===== config.mk =====
export PLATFORM = sky130hd
export DESIGN_NAME = id_ex_stage
export DESIGN_NICKNAME = d
export VERILOG_FILES = /design/src/rtl/core_pkg.sv /design/src/rtl/id_decode.sv /design/src/rtl/id_ex_stage.sv
export SDC_FILE = /design/constraint.sdc
export NUM_CORES = 1
export LEC_CHECK = 0
export CAP_MARGIN = 20
export CELL_PAD_IN_SITES_DETAIL_PLACEMENT = 0
export CELL_PAD_IN_SITES_GLOBAL_PLACEMENT = 1
export CORE_UTILIZATION = 31
export CTS_BUF_LIST = sky130_fd_sc_hd__clkbuf_8 sky130_fd_sc_hd__clkbuf_16
export CTS_CLUSTER_DIAMETER = 120
export DETAILED_ROUTE_END_ITERATION = 6
export PLACE_DENSITY = 0.91
export SLEW_MARGIN = 5
export SYNTH_ARGS = -nofsm -noshare
export SYNTH_HDL_FRONTEND = slang
export SYNTH_SLANG_ARGS = --single-unit

===== constraint.sdc =====
create_clock -name clk -period 10.15 [get_ports clk]
set_clock_uncertainty 0.2 [all_clocks]
set_input_delay 1.5225 -clock clk [delete_from_list [all_inputs] [get_ports clk]]
set_output_delay 1.5225 -clock clk [all_outputs]
set_load 0.02 [all_outputs]

===== src/rtl/core_pkg.sv =====
// Shared definitions for the MIPS core pipeline.
//   - ALU operation codes as seen on the EX-stage ALU 'signal' input.
//     Bit 2 set means "invert B, carry-in 1", which is how SUB and SLT
//     are built on the adder.
//   - Opcode / funct values of the supported instruction subset.
//   - ex_ctrl_t: control bundle carried from ID into EX.
package core_pkg;

    localparam logic [2:0] ALU_AND = 3'b000;
    localparam logic [2:0] ALU_OR  = 3'b001;
    localparam logic [2:0] ALU_ADD = 3'b010;
    localparam logic [2:0] ALU_SRL = 3'b011;
    localparam logic [2:0] ALU_SUB = 3'b110;
    localparam logic [2:0] ALU_SLT = 3'b111;

    localparam logic [5:0] OP_RTYPE = 6'h00;
    localparam logic [5:0] OP_ADDI  = 6'h08;
    localparam logic [5:0] OP_LW    = 6'h23;
    localparam logic [5:0] OP_SW    = 6'h2B;
    localparam logic [5:0] OP_BEQ   = 6'h04;

    localparam logic [5:0] FN_SRL = 6'h02;
    localparam logic [5:0] FN_ADD = 6'h20;
    localparam logic [5:0] FN_SUB = 6'h22;
    localparam logic [5:0] FN_AND = 6'h24;
    localparam logic [5:0] FN_OR  = 6'h25;
    localparam logic [5:0] FN_SLT = 6'h2A;

    typedef struct packed {
        logic regwrite;
        logic memread;
        logic memwrite;
        logic branch;
        logic valid;
    } ex_ctrl_t;

endpackage


===== src/rtl/id_decode.sv =====
// Combinational instruction decoder for the ID/EX stage.
// Ports:
//   opcode_i, funct_i, rs_i, rt_i, imm_i : instruction fields
//   alu_op_o   : ALU operation code
//   ctrl_o     : control bundle; valid=1 only for supported, non-NOP ops.
//                regwrite here is raw (the $0 override happens in the top)
//   use_imm_o  : operand B is the sign-extended immediate
//   is_srl_o   : shift amount must be passed through
//   rd_rs_o    : instruction really reads rs
//   rd_rt_o    : instruction really reads rt
//   dst_rt_o   : destination is rt (I-type writers) instead of rd
//   illegal_o  : unsupported encoding (the all-zero word is not illegal)
import core_pkg::*;

module id_decode #(
    parameter int RW = 5
) (
    input  logic [5:0]    opcode_i,
    input  logic [5:0]    funct_i,
    input  logic [RW-1:0] rs_i,
    input  logic [RW-1:0] rt_i,
    input  logic [15:0]   imm_i,
    output logic [2:0]    alu_op_o,
    output ex_ctrl_t      ctrl_o,
    output logic          use_imm_o,
    output logic          is_srl_o,
    output logic          rd_rs_o,
    output logic          rd_rt_o,
    output logic          dst_rt_o,
    output logic          illegal_o
);

    // imm_i covers rd/shamt/funct, so this is the whole 32-bit word == 0
    logic is_nop;
    assign is_nop = (opcode_i == OP_RTYPE) && (rs_i == '0) && (rt_i == '0) && (imm_i == '0);

    always_comb begin
        alu_op_o  = ALU_AND;
        ctrl_o    = '0;
        use_imm_o = 1'b0;
        is_srl_o  = 1'b0;
        rd_rs_o   = 1'b0;
        rd_rt_o   = 1'b0;
        dst_rt_o  = 1'b0;
        illegal_o = 1'b0;
        case (opcode_i)
            OP_RTYPE: begin
                ctrl_o.valid    = 1'b1;
                ctrl_o.regwrite = 1'b1;
                rd_rs_o         = 1'b1;
                rd_rt_o         = 1'b1;
                case (funct_i)
                    FN_ADD: alu_op_o = ALU_ADD;
                    FN_SUB: alu_op_o = ALU_SUB;
                    FN_AND: alu_op_o = ALU_AND;
                    FN_OR:  alu_op_o = ALU_OR;
                    FN_SLT: alu_op_o = ALU_SLT;
                    FN_SRL: begin
                        alu_op_o = ALU_SRL;
                        is_srl_o = 1'b1;
                        rd_rs_o  = 1'b0;   // srl only shifts rt
                    end
                    default: begin
                        ctrl_o    = '0;
                        rd_rs_o   = 1'b0;
                        rd_rt_o   = 1'b0;
                        illegal_o = ~is_nop;
                    end
                endcase
            end
            OP_ADDI: begin
                alu_op_o        = ALU_ADD;
                ctrl_o.valid    = 1'b1;
                ctrl_o.regwrite = 1'b1;
                use_imm_o       = 1'b1;
                rd_rs_o         = 1'b1;
                dst_rt_o        = 1'b1;
            end
            OP_LW: begin
                alu_op_o        = ALU_ADD;
                ctrl_o.valid    = 1'b1;
                ctrl_o.regwrite = 1'b1;
                ctrl_o.memread  = 1'b1;
                use_imm_o       = 1'b1;
                rd_rs_o         = 1'b1;
                dst_rt_o        = 1'b1;
            end
            OP_SW: begin
                alu_op_o        = ALU_ADD;
                ctrl_o.valid    = 1'b1;
                ctrl_o.memwrite = 1'b1;
                use_imm_o       = 1'b1;
                rd_rs_o         = 1'b1;
                rd_rt_o         = 1'b1;   // store data
            end
            OP_BEQ: begin
                alu_op_o      = ALU_SUB;
                ctrl_o.valid  = 1'b1;
                ctrl_o.branch = 1'b1;
                rd_rs_o       = 1'b1;
                rd_rt_o       = 1'b1;
            end
            default: illegal_o = 1'b1;
        endcase
    end

endmodule


===== src/rtl/id_ex_stage.sv =====
// ID/EX pipeline stage feeding the 32-bit EX-stage ALU.
// Decodes the ID instruction, selects/forwards operands, detects hazards
// and registers everything so the ALU sees stable operands one cycle later.
// Ports:
//   clk, rst                 : clock, asynchronous active-high reset
//   id_*                     : instruction fields and register-file data
//   ex_alu_result            : ALU result of the instruction held here
//   mem_regwrite/rd/result   : MEM-stage writeback
//   ext_stall, flush         : hold contents / load a bubble
//   ex_signal/dataA/dataB/shamt : ALU inputs
//   ex_rd, ex_regwrite, ex_memread, ex_memwrite, ex_branch, ex_valid,
//   ex_store_data            : EX-stage control and sw data
//   hazard_stall             : combinational, freezes PC and IF/ID
//   illegal                  : registered, unsupported instruction captured
// Build option: define ID_EX_FWD_EN for EX/MEM forwarding with load-use
// stalls only; without it operands come straight from the register file
// and any RAW dependency on EX or MEM stalls.
import core_pkg::*;

module id_ex_stage #(
    parameter int DW = 32,
    parameter int RW = 5
) (
    input  logic          clk,
    input  logic          rst,
    input  logic          id_valid,
    input  logic [5:0]    id_opcode,
    input  logic [5:0]    id_funct,
    input  logic [RW-1:0] id_rs,
    input  logic [RW-1:0] id_rt,
    input  logic [RW-1:0] id_rd,
    input  logic [4:0]    id_shamt,
    input  logic [15:0]   id_imm,
    input  logic [DW-1:0] id_rs_data,
    input  logic [DW-1:0] id_rt_data,
    input  logic [DW-1:0] ex_alu_result,
    input  logic          mem_regwrite,
    input  logic [RW-1:0] mem_rd,
    input  logic [DW-1:0] mem_result,
    input  logic          ext_stall,
    input  logic          flush,
    output logic [2:0]    ex_signal,
    output logic [DW-1:0] ex_dataA,
    output logic [DW-1:0] ex_dataB,
    output logic [4:0]    ex_shamt,
    output logic [RW-1:0] ex_rd,
    output logic          ex_regwrite,
    output logic          ex_memread,
    output logic          ex_memwrite,
    output logic          ex_branch,
    output logic          ex_valid,
    output logic [DW-1:0] ex_store_data,
    output logic          hazard_stall,
    output logic          illegal
);

    logic [2:0]    signal_q, signal_d;
    logic [DW-1:0] dataA_q, dataA_d, dataB_q, dataB_d, store_q, store_d;
    logic [4:0]    shamt_q, shamt_d;
    logic [RW-1:0] rd_q, rd_d;
    ex_ctrl_t      ctrl_q, ctrl_d;
    logic          illegal_q, illegal_d;

    logic [2:0] dec_alu;
    ex_ctrl_t   dec_ctrl;
    logic       dec_use_imm, dec_srl, dec_rd_rs, dec_rd_rt, dec_dst_rt, dec_illegal;

    id_decode #(.RW(RW)) u_dec (
        .opcode_i  (id_opcode),
        .funct_i   (id_funct),
        .rs_i      (id_rs),
        .rt_i      (id_rt),
        .imm_i     (id_imm),
        .alu_op_o  (dec_alu),
        .ctrl_o    (dec_ctrl),
        .use_imm_o (dec_use_imm),
        .is_srl_o  (dec_srl),
        .rd_rs_o   (dec_rd_rs),
        .rd_rt_o   (dec_rd_rt),
        .dst_rt_o  (dec_dst_rt),
        .illegal_o (dec_illegal)
    );

    logic [DW-1:0] rs_val, rt_val;
    logic          rs_live, rt_live, hazard;

`ifdef ID_EX_FWD_EN
    // A load in EX has no data yet, so it is never an EX forwarding source;
    // that case is covered by the load-use stall instead.
    logic ex_fwd_rs, ex_fwd_rt, mem_fwd_rs, mem_fwd_rt;
    assign ex_fwd_rs  = ctrl_q.valid & ctrl_q.regwrite & ~ctrl_q.memread
                      & (rd_q == id_rs) & (id_rs != '0);
    assign ex_fwd_rt  = ctrl_q.valid & ctrl_q.regwrite & ~ctrl_q.memread
                      & (rd_q == id_rt) & (id_rt != '0);
    assign mem_fwd_rs = mem_regwrite & (mem_rd == id_rs) & (id_rs != '0);
    assign mem_fwd_rt = mem_regwrite & (mem_rd == id_rt) & (id_rt != '0);
    assign rs_val  = ex_fwd_rs ? ex_alu_result : (mem_fwd_rs ? mem_result : id_rs_data);
    assign rt_val  = ex_fwd_rt ? ex_alu_result : (mem_fwd_rt ? mem_result : id_rt_data);
    assign rs_live = ctrl_q.valid & ctrl_q.memread & (rd_q != '0) & (rd_q == id_rs);
    assign rt_live = ctrl_q.valid & ctrl_q.memread & (rd_q != '0) & (rd_q == id_rt);
`else
    // No bypass network: wait until every in-flight producer has retired.
    logic unused_fwd;
    assign unused_fwd = ^{ex_alu_result, mem_result};
    assign rs_val  = id_rs_data;
    assign rt_val  = id_rt_data;
    assign rs_live = (id_rs != '0)
                   & ((ctrl_q.valid & ctrl_q.regwrite & (rd_q == id_rs))
                   |  (mem_regwrite & (mem_rd == id_rs)));
    assign rt_live = (id_rt != '0)
                   & ((ctrl_q.valid & ctrl_q.regwrite & (rd_q == id_rt))
                   |  (mem_regwrite & (mem_rd == id_rt)));
`endif

    assign hazard       = id_valid & ((dec_rd_rs & rs_live) | (dec_rd_rt & rt_live));
    assign hazard_stall = hazard & ~flush;

    // Destination: rt for addi/lw, rd for R-type, none for sw/beq.
    logic [RW-1:0] dest;
    logic          load_cap, load_bub;

    assign dest = dec_dst_rt ? id_rt : (dec_ctrl.regwrite ? id_rd : '0);

    always_comb begin
        load_cap = 1'b0;
        load_bub = 1'b0;
        if (flush) begin
            load_bub = 1'b1;
        end else if (!ext_stall) begin
            if (id_valid && !hazard && dec_ctrl.valid) load_cap = 1'b1;
            else                                       load_bub = 1'b1;
        end
    end

    always_comb begin
        signal_d  = signal_q;
        dataA_d   = dataA_q;
        dataB_d   = dataB_q;
        shamt_d   = shamt_q;
        rd_d      = rd_q;
        ctrl_d    = ctrl_q;
        store_d   = store_q;
        illegal_d = illegal_q;
        if (load_cap) begin
            signal_d        = dec_alu;
            dataA_d         = rs_val;
            dataB_d         = dec_use_imm ? {{(DW-16){id_imm[15]}}, id_imm} : rt_val;
            shamt_d         = dec_srl ? id_shamt : 5'd0;
            rd_d            = dest;
            ctrl_d          = dec_ctrl;
            ctrl_d.regwrite = dec_ctrl.regwrite & (dest != '0);
            store_d         = rt_val;
            illegal_d       = 1'b0;
        end else if (load_bub) begin
            signal_d  = ALU_AND;
            dataA_d   = '0;
            dataB_d   = '0;
            shamt_d   = '0;
            rd_d      = '0;
            ctrl_d    = '0;
            store_d   = '0;
            // an unsupported instruction still leaves a bubble, but flags it
            illegal_d = ~flush & id_valid & ~hazard & dec_illegal;
        end
    end

    always_ff @(posedge clk or posedge rst) begin
        if (rst) begin
            signal_q  <= ALU_AND;
            dataA_q   <= '0;
            dataB_q   <= '0;
            shamt_q   <= '0;
            rd_q      <= '0;
            ctrl_q    <= '0;
            store_q   <= '0;
            illegal_q <= 1'b0;
        end else begin
            signal_q  <= signal_d;
            dataA_q   <= dataA_d;
            dataB_q   <= dataB_d;
            shamt_q   <= shamt_d;
            rd_q      <= rd_d;
            ctrl_q    <= ctrl_d;
            store_q   <= store_d;
            illegal_q <= illegal_d;
        end
    end

    assign ex_signal     = signal_q;
    assign ex_dataA      = dataA_q;
    assign ex_dataB      = dataB_q;
    assign ex_shamt      = shamt_q;
    assign ex_rd         = rd_q;
    assign ex_regwrite   = ctrl_q.regwrite;
    assign ex_memread    = ctrl_q.memread;
    assign ex_memwrite   = ctrl_q.memwrite;
    assign ex_branch     = ctrl_q.branch;
    assign ex_valid      = ctrl_q.valid;
    assign ex_store_data = store_q;
    assign illegal       = illegal_q;

endmodule


=== Word level (Yosys, flattened, before mapping) ===
Cells that the tools add are included.

* Memory bits (read-only): 0
* Logic and storage cells: 107
* Flip-flop bits (word level): 115
* Bits in latches: 0
* Input bits: 187
* Output and inout port bits: 116
* Memory bits (writable): 0
* Memories: 0

* Shift operators: 0
* Add/sub/neg operators: 0
* Reductions and logical operators: 20
* Multiplexer cells: 40
* Eq/ne operators: 14
* Order comparisons: 0
* Div/mod/pow operators: 0
* Bitwise operators: 21
* Multipliers: 0

{| class="wikitable"
|+ Operators with widths
! cell !! number
|-
| $mux 32 || 5
|-
| $eq 6x6->1 const B || 7
|-
| $mux 5 || 8
|-
| $eq 5x5->1 || 4
|-
| $logic_not 16->1 || 1
|-
| $pmux 1 s2 || 8
|-
| $and 1x1->1 || 15
|-
| $mux 1 || 15
|-
| $pmux 3 s5 || 1
|-
| $reduce_bool 5->1 || 3
|-
| $logic_not 5->1 || 2
|-
| $pmux 3 s3 || 1
|-
| $eq 6x2->1 const B || 1
|-
| $eq 6x3->1 const B || 1
|-
| $eq 6x4->1 const B || 1
|-
| $logic_not 6->1 || 1
|-
| $mux 3 || 2
|-
| $reduce_or 6->1 || 1
|-
| $logic_and 1x1->1 || 5
|-
| $reduce_or 5->1 || 1
|-
| $reduce_or 2->1 || 2
|-
| $reduce_or 4->1 || 1
|-
| $not 1->1 || 3
|-
| $or 1x1->1 || 3
|-
| other kinds (3) || 3
|}

=== Logic depth before layout (Yosys ltp) ===
* Depth after elaboration: 15
* Mapped depth: 8
* Mapped depth without buffers: 6

=== Cells and area by module ===
From an unflattened synthesis, not the netlist that was laid out.

* Cells, all modules: 434
* Area, all modules: 5338.9 µm²

{| class="wikitable"
|+ Modules (own cells, without submodules)
! module !! seq. area each (µm²) !! cells an instance !! area an instance (µm²) !! instances
|-
| id_ex_stage || 2877.8 || 382 || 4982.3 || 1
|-
| id_decode || 0.0 || 52 || 356.6 || 1
|}

=== Worst setup path before layout ===
No wires, ideal clock.

* Path type: input port to output port
* From: input port id_opcode[5]
* To: output port hazard_stall
* Slack: 5007 ps
* Required time: 8428 ps
* Stages on the path: 7
* Path buffers: 1
* Data arrival time: 3420 ps
* Cell sequence: or3_4 -> or4_4 -> a2111oi_4 -> o211ai_2 -> nand2_2 -> buf_12 -> and3b_1

* Word-level cells in the longest chain between the ends: 7
* Elaborated cells between the ends (all ways): 14
* Classes of those cells: eq/ne: 4; mux: 2; bitwise: 5; reduce/logical: 3

{| class="wikitable"
|+ RTL lines
! what !! line !! RTL
|-
| from (decl) || id_ex_stage.sv:27 || <nowiki>input logic [5:0] id_opcode,</nowiki>
|-
| $eq 6x4->1 (tied with other cells) || id_decode.sv:46 || <nowiki>case (opcode_i)</nowiki>
|-
| $reduce_or 4->1 (no source line) or $reduce_or 2->1 (tied branches) || - ||
|-
| $pmux 1 s2 || id_decode.sv:46 ||
|-
| $and 1x1->1 || id_ex_stage.sv:115 || <nowiki>assign hazard = id_valid & ((dec_rd_rs & rs_live) | (dec_rd_rt & rt_live));</nowiki>
|-
| $or 1x1->1 (*) || id_ex_stage.sv:115 ||
|-
| $and 1x1->1 (*) || id_ex_stage.sv:115 ||
|-
| $and 1x1->1 (*) || id_ex_stage.sv:116 || <nowiki>assign hazard_stall = hazard & ~flush;</nowiki>
|-
| to (decl) || id_ex_stage.sv:53 || <nowiki>output logic hazard_stall,</nowiki>
|}

Mark *: on every way between the ends. The rest lies on a longest branch, timed or not.

=== Final worst setup path ===
Same ends and word-level chain as after synthesis.

==> results.json <==
{
  "setup_violations": 0,
  "cts_tree": "done",
  "fill_cells": 1710,
  "synthArstFlopShare_pct": 100,
  "cts-buffers-inserted": 17,
  "min_period_ns": 6.61,
  "cts_setup_buffers": 0,
  "place_inst": 1025,
  "slew_violations": 0,
  "drive_gt1_share_pct": 12.5,
  "synthesis.nets": 781,
  "cts_resized": 0,
  "status": "finished with violations",
  "cts.hold.buffers_added": 0,
  "rsz0062_at_grt": "no",
  "drtIter0Drc": 342,
  "antenna_found_initial": 0,
  "critPathSlowestCell": "nor4_1",
  "syn-cell-area_mm2": 0.00575,
  "crit_path_start_kind": "input port",
  "grt.overflow.total": 0,
  "cpPeakStageDelay_ns": 0.60,
  "crit_path_frequent_cell": "clkdlybuf4s50_1",
  "grt_max_degree": 67,
  "cts.reportedPaths.clkPinSlew_ns": 0.05,
  "regToRegStartpoint": "ex_rd[0]",
  "worstPathCellList": "clkdlybuf4s50_1, or3_4, nor4_1, o31a_2, o211ai_1, nand2_4, and3b_1, clkdlybuf4s50_1",
  "ir_worst_vdd_mv": 0.104,
  "syn_to_final_growth_pct": 52.6,
  "p_leak_nw": 3.56,
  "yosysSeqAreaShare_pct": 50.1,
  "critPathLaunch": "id_opcode[5]",
  "syn_area_per_cell_um2": 9.67,
  "htreeDepth": 4,
  "grt_pass1_vias": 5437,
  "die_area_mm2": 0.0191,
  "clock_latency_ns": 0.40,
  "initial_core_util_pct": 31.8,
  "wl_per_cell_um": 17.2,
  "io_buffers": 238,
  "synth_edf_count": 0,
  "crit_required_ns": 8.43,
  "ys.flop_type": "dfrtp_1",
  "max-clock-path-buffers": 2,
  "fin_tns_setup_ns": 0,
  "cts.sinks": 115,
  "post-dp-hpwl_um": 12200,
  "avgViaCountPerCell": 5.04,
  "setup.worst_path.end_class": "primary output",
  "nNetsFinal": 1002,
  "synth-seq-cells": 115,
  "track_usage_pct": 19.3,
  "fmax_mhz": 151,
  "violations": "DRC",
  "ys_warn_count": 0,
  "hold_viol_final": 0,
  "synth_cells": 594,
  "tightest_slew_ns": 1.09,
  "final_common_cell": "clkdlybuf4s50_1",
  "drc_errors": 30,
  "core_area_mm2": 0.0181,
  "timing.final.crit_share_pct": 65.1,
  "synth.distinct_cells": 42,
  "grt_first_pass_wirelength_um": 29200,
  "stdcell_count": 1055,
  "maxSlewHeadroom_pct": 27.2,
  "antenna_cells": 0,
  "maxCapViolCount": 0,
  "ctsRootBufferMaster": "clkbuf_16",
  "num_io_pins": 303,
  "cp.arrival_ns": 4.88,
  "fp.dieW_um": 138,
  "hp-start": "ex_dataB[24]",
  "die_y_um": 138,
  "gp_congestion": 0.834,
  "final_antenna_net_count": 0,
  "row_count": 49,
  "wl_um": 18100,
  "criticalPathCategory": "in -> out",
  "first_pass_iters": 6,
  "hold_path_class": "reg -> reg",
  "vias": 5316,
  "cp_max_fo": 32,
  "final_cell_mix": "clkdlybuf4s50_1, nand2_1, dfrtp_1, nand3_1, o21ai_2",
  "power_density_mw_per_mm2": 129
}
-- layout make-up --
| cell class | count | area (um2) | area share, % |
|---|---|---|---|
| sequential | 115 | 2880 | 32.8 |
| inverter | 8 | 32.5 | 0.371 |
| timing repair buffer | 247 | 2450 | 27.9 |
| tap | 229 | 287 | 3.27 |
| multi-input combinational | 426 | 2590 | 29.5 |
| clock inverter | 12 | 93.8 | 1.07 |
| clock buffer | 18 | 439 | 5.01 |
-- metal layers --
metal	share of wire [%]	global-route usage, %	vias to the layer above
li1	-	-	2550
met1	43	23.8	2557
met2	48	31.6	184
met3	7.0	5.89	25
met4	1.9	7.21	0
met5	0	0	-
-- sequential cells by signal, indices dropped and copies added (netlist names), 3 cells and up --
register and count:
ex_dataB 32, ex_store_data 32, ex_rd 5, ex_shamt 5
ex_dataA 32, ex_signal 3
-- where the power goes --
group          total [W]  switching, W  internal (W)
Clock           0.000543      0.000208      0.000336
Sequential      0.000463    0.00000145      0.000462
Combinational   0.000123     0.0000620     0.0000611
-- critical path: cells and delay by family --
| family | cells | cell delay [ns] |
|---|---|---|
| compound gates | 2 | 0.59 |
| simple gates | 4 | 1.71 |
| buf+inv | 2 | 1.03 |
-- path summary, 6_finish.rpt --
path                                     end  slack (ns)  cells past startpoint
worst min register to register  ex_dataB[24]        0.27                      2
max in group asynchronous        ex_dataB[1]        7.05                      3
worst max-delay path            hazard_stall        3.54                      8
worst max register to register   ex_dataA[6]        7.46                      7
worst min-delay path            ex_dataB[24]        0.27                      2
min in group asynchronous        ex_dataB[7]        1.36                      2
-- metrics by stage --
step | area, um2 | hold WS [ns] | setup WS, ns | util [%] | total power (W)
after floorplan | 5750 | 0.390 | 5.01 | - | 0.000519
after global placement | 8240 | 0.258 | 3.57 | 45.5 | 0.000594
after detailed placement | 8240 | 0.263 | 3.54 | 45.5 | 0.000595
after CTS | 8770 | 0.276 | 3.54 | 48.5 | 0.00115
after global routing | 8770 | 0.284 | 3.36 | 48.5 | 0.00117
final | 8770 | 0.271 | 3.54 | 48.5 | 0.00113
-- cells in the mapped netlist, types with 2 or more instances --
cell type	n	area (um2)
buf_12	6	120
o31ai_1	39	293
o22ai_1	2	12.5
and3b_1	2	17.5
nand2_1	120	450
nor3b_1	4	30.0
o21ai_2	51	447
nor2_1	12	45.0
a21oi_1	18	90.1
nor2b_1	5	31.3
nand4_1	5	31.3
nor4_1	5	31.3
xnor2_1	20	175
mux2i_1	15	150
nor3_1	7	35.0
nand3_1	69	345
or2_2	2	12.5
inv_1	8	30.0
clkbuf_1	27	101
o21ai_0	26	130
a22oi_1	7	52.6
dfrtp_1	115	2880
buf_2	10	50.1
-- cells by family (layout without fill, tap and decap cells) --
family	count (synthesis)	count (layout)	synth area share [%]
AO/OA/AOI/OAI	151	151	19.6
AND/OR/NAND/NOR	240	240	19.2
multiplexers	15	15	2.61
flip-flops	115	115	50.1
XOR/XNOR	20	20	3.05
buffers and inverters	53	285	5.46
(Power assumes the default switching activity.)
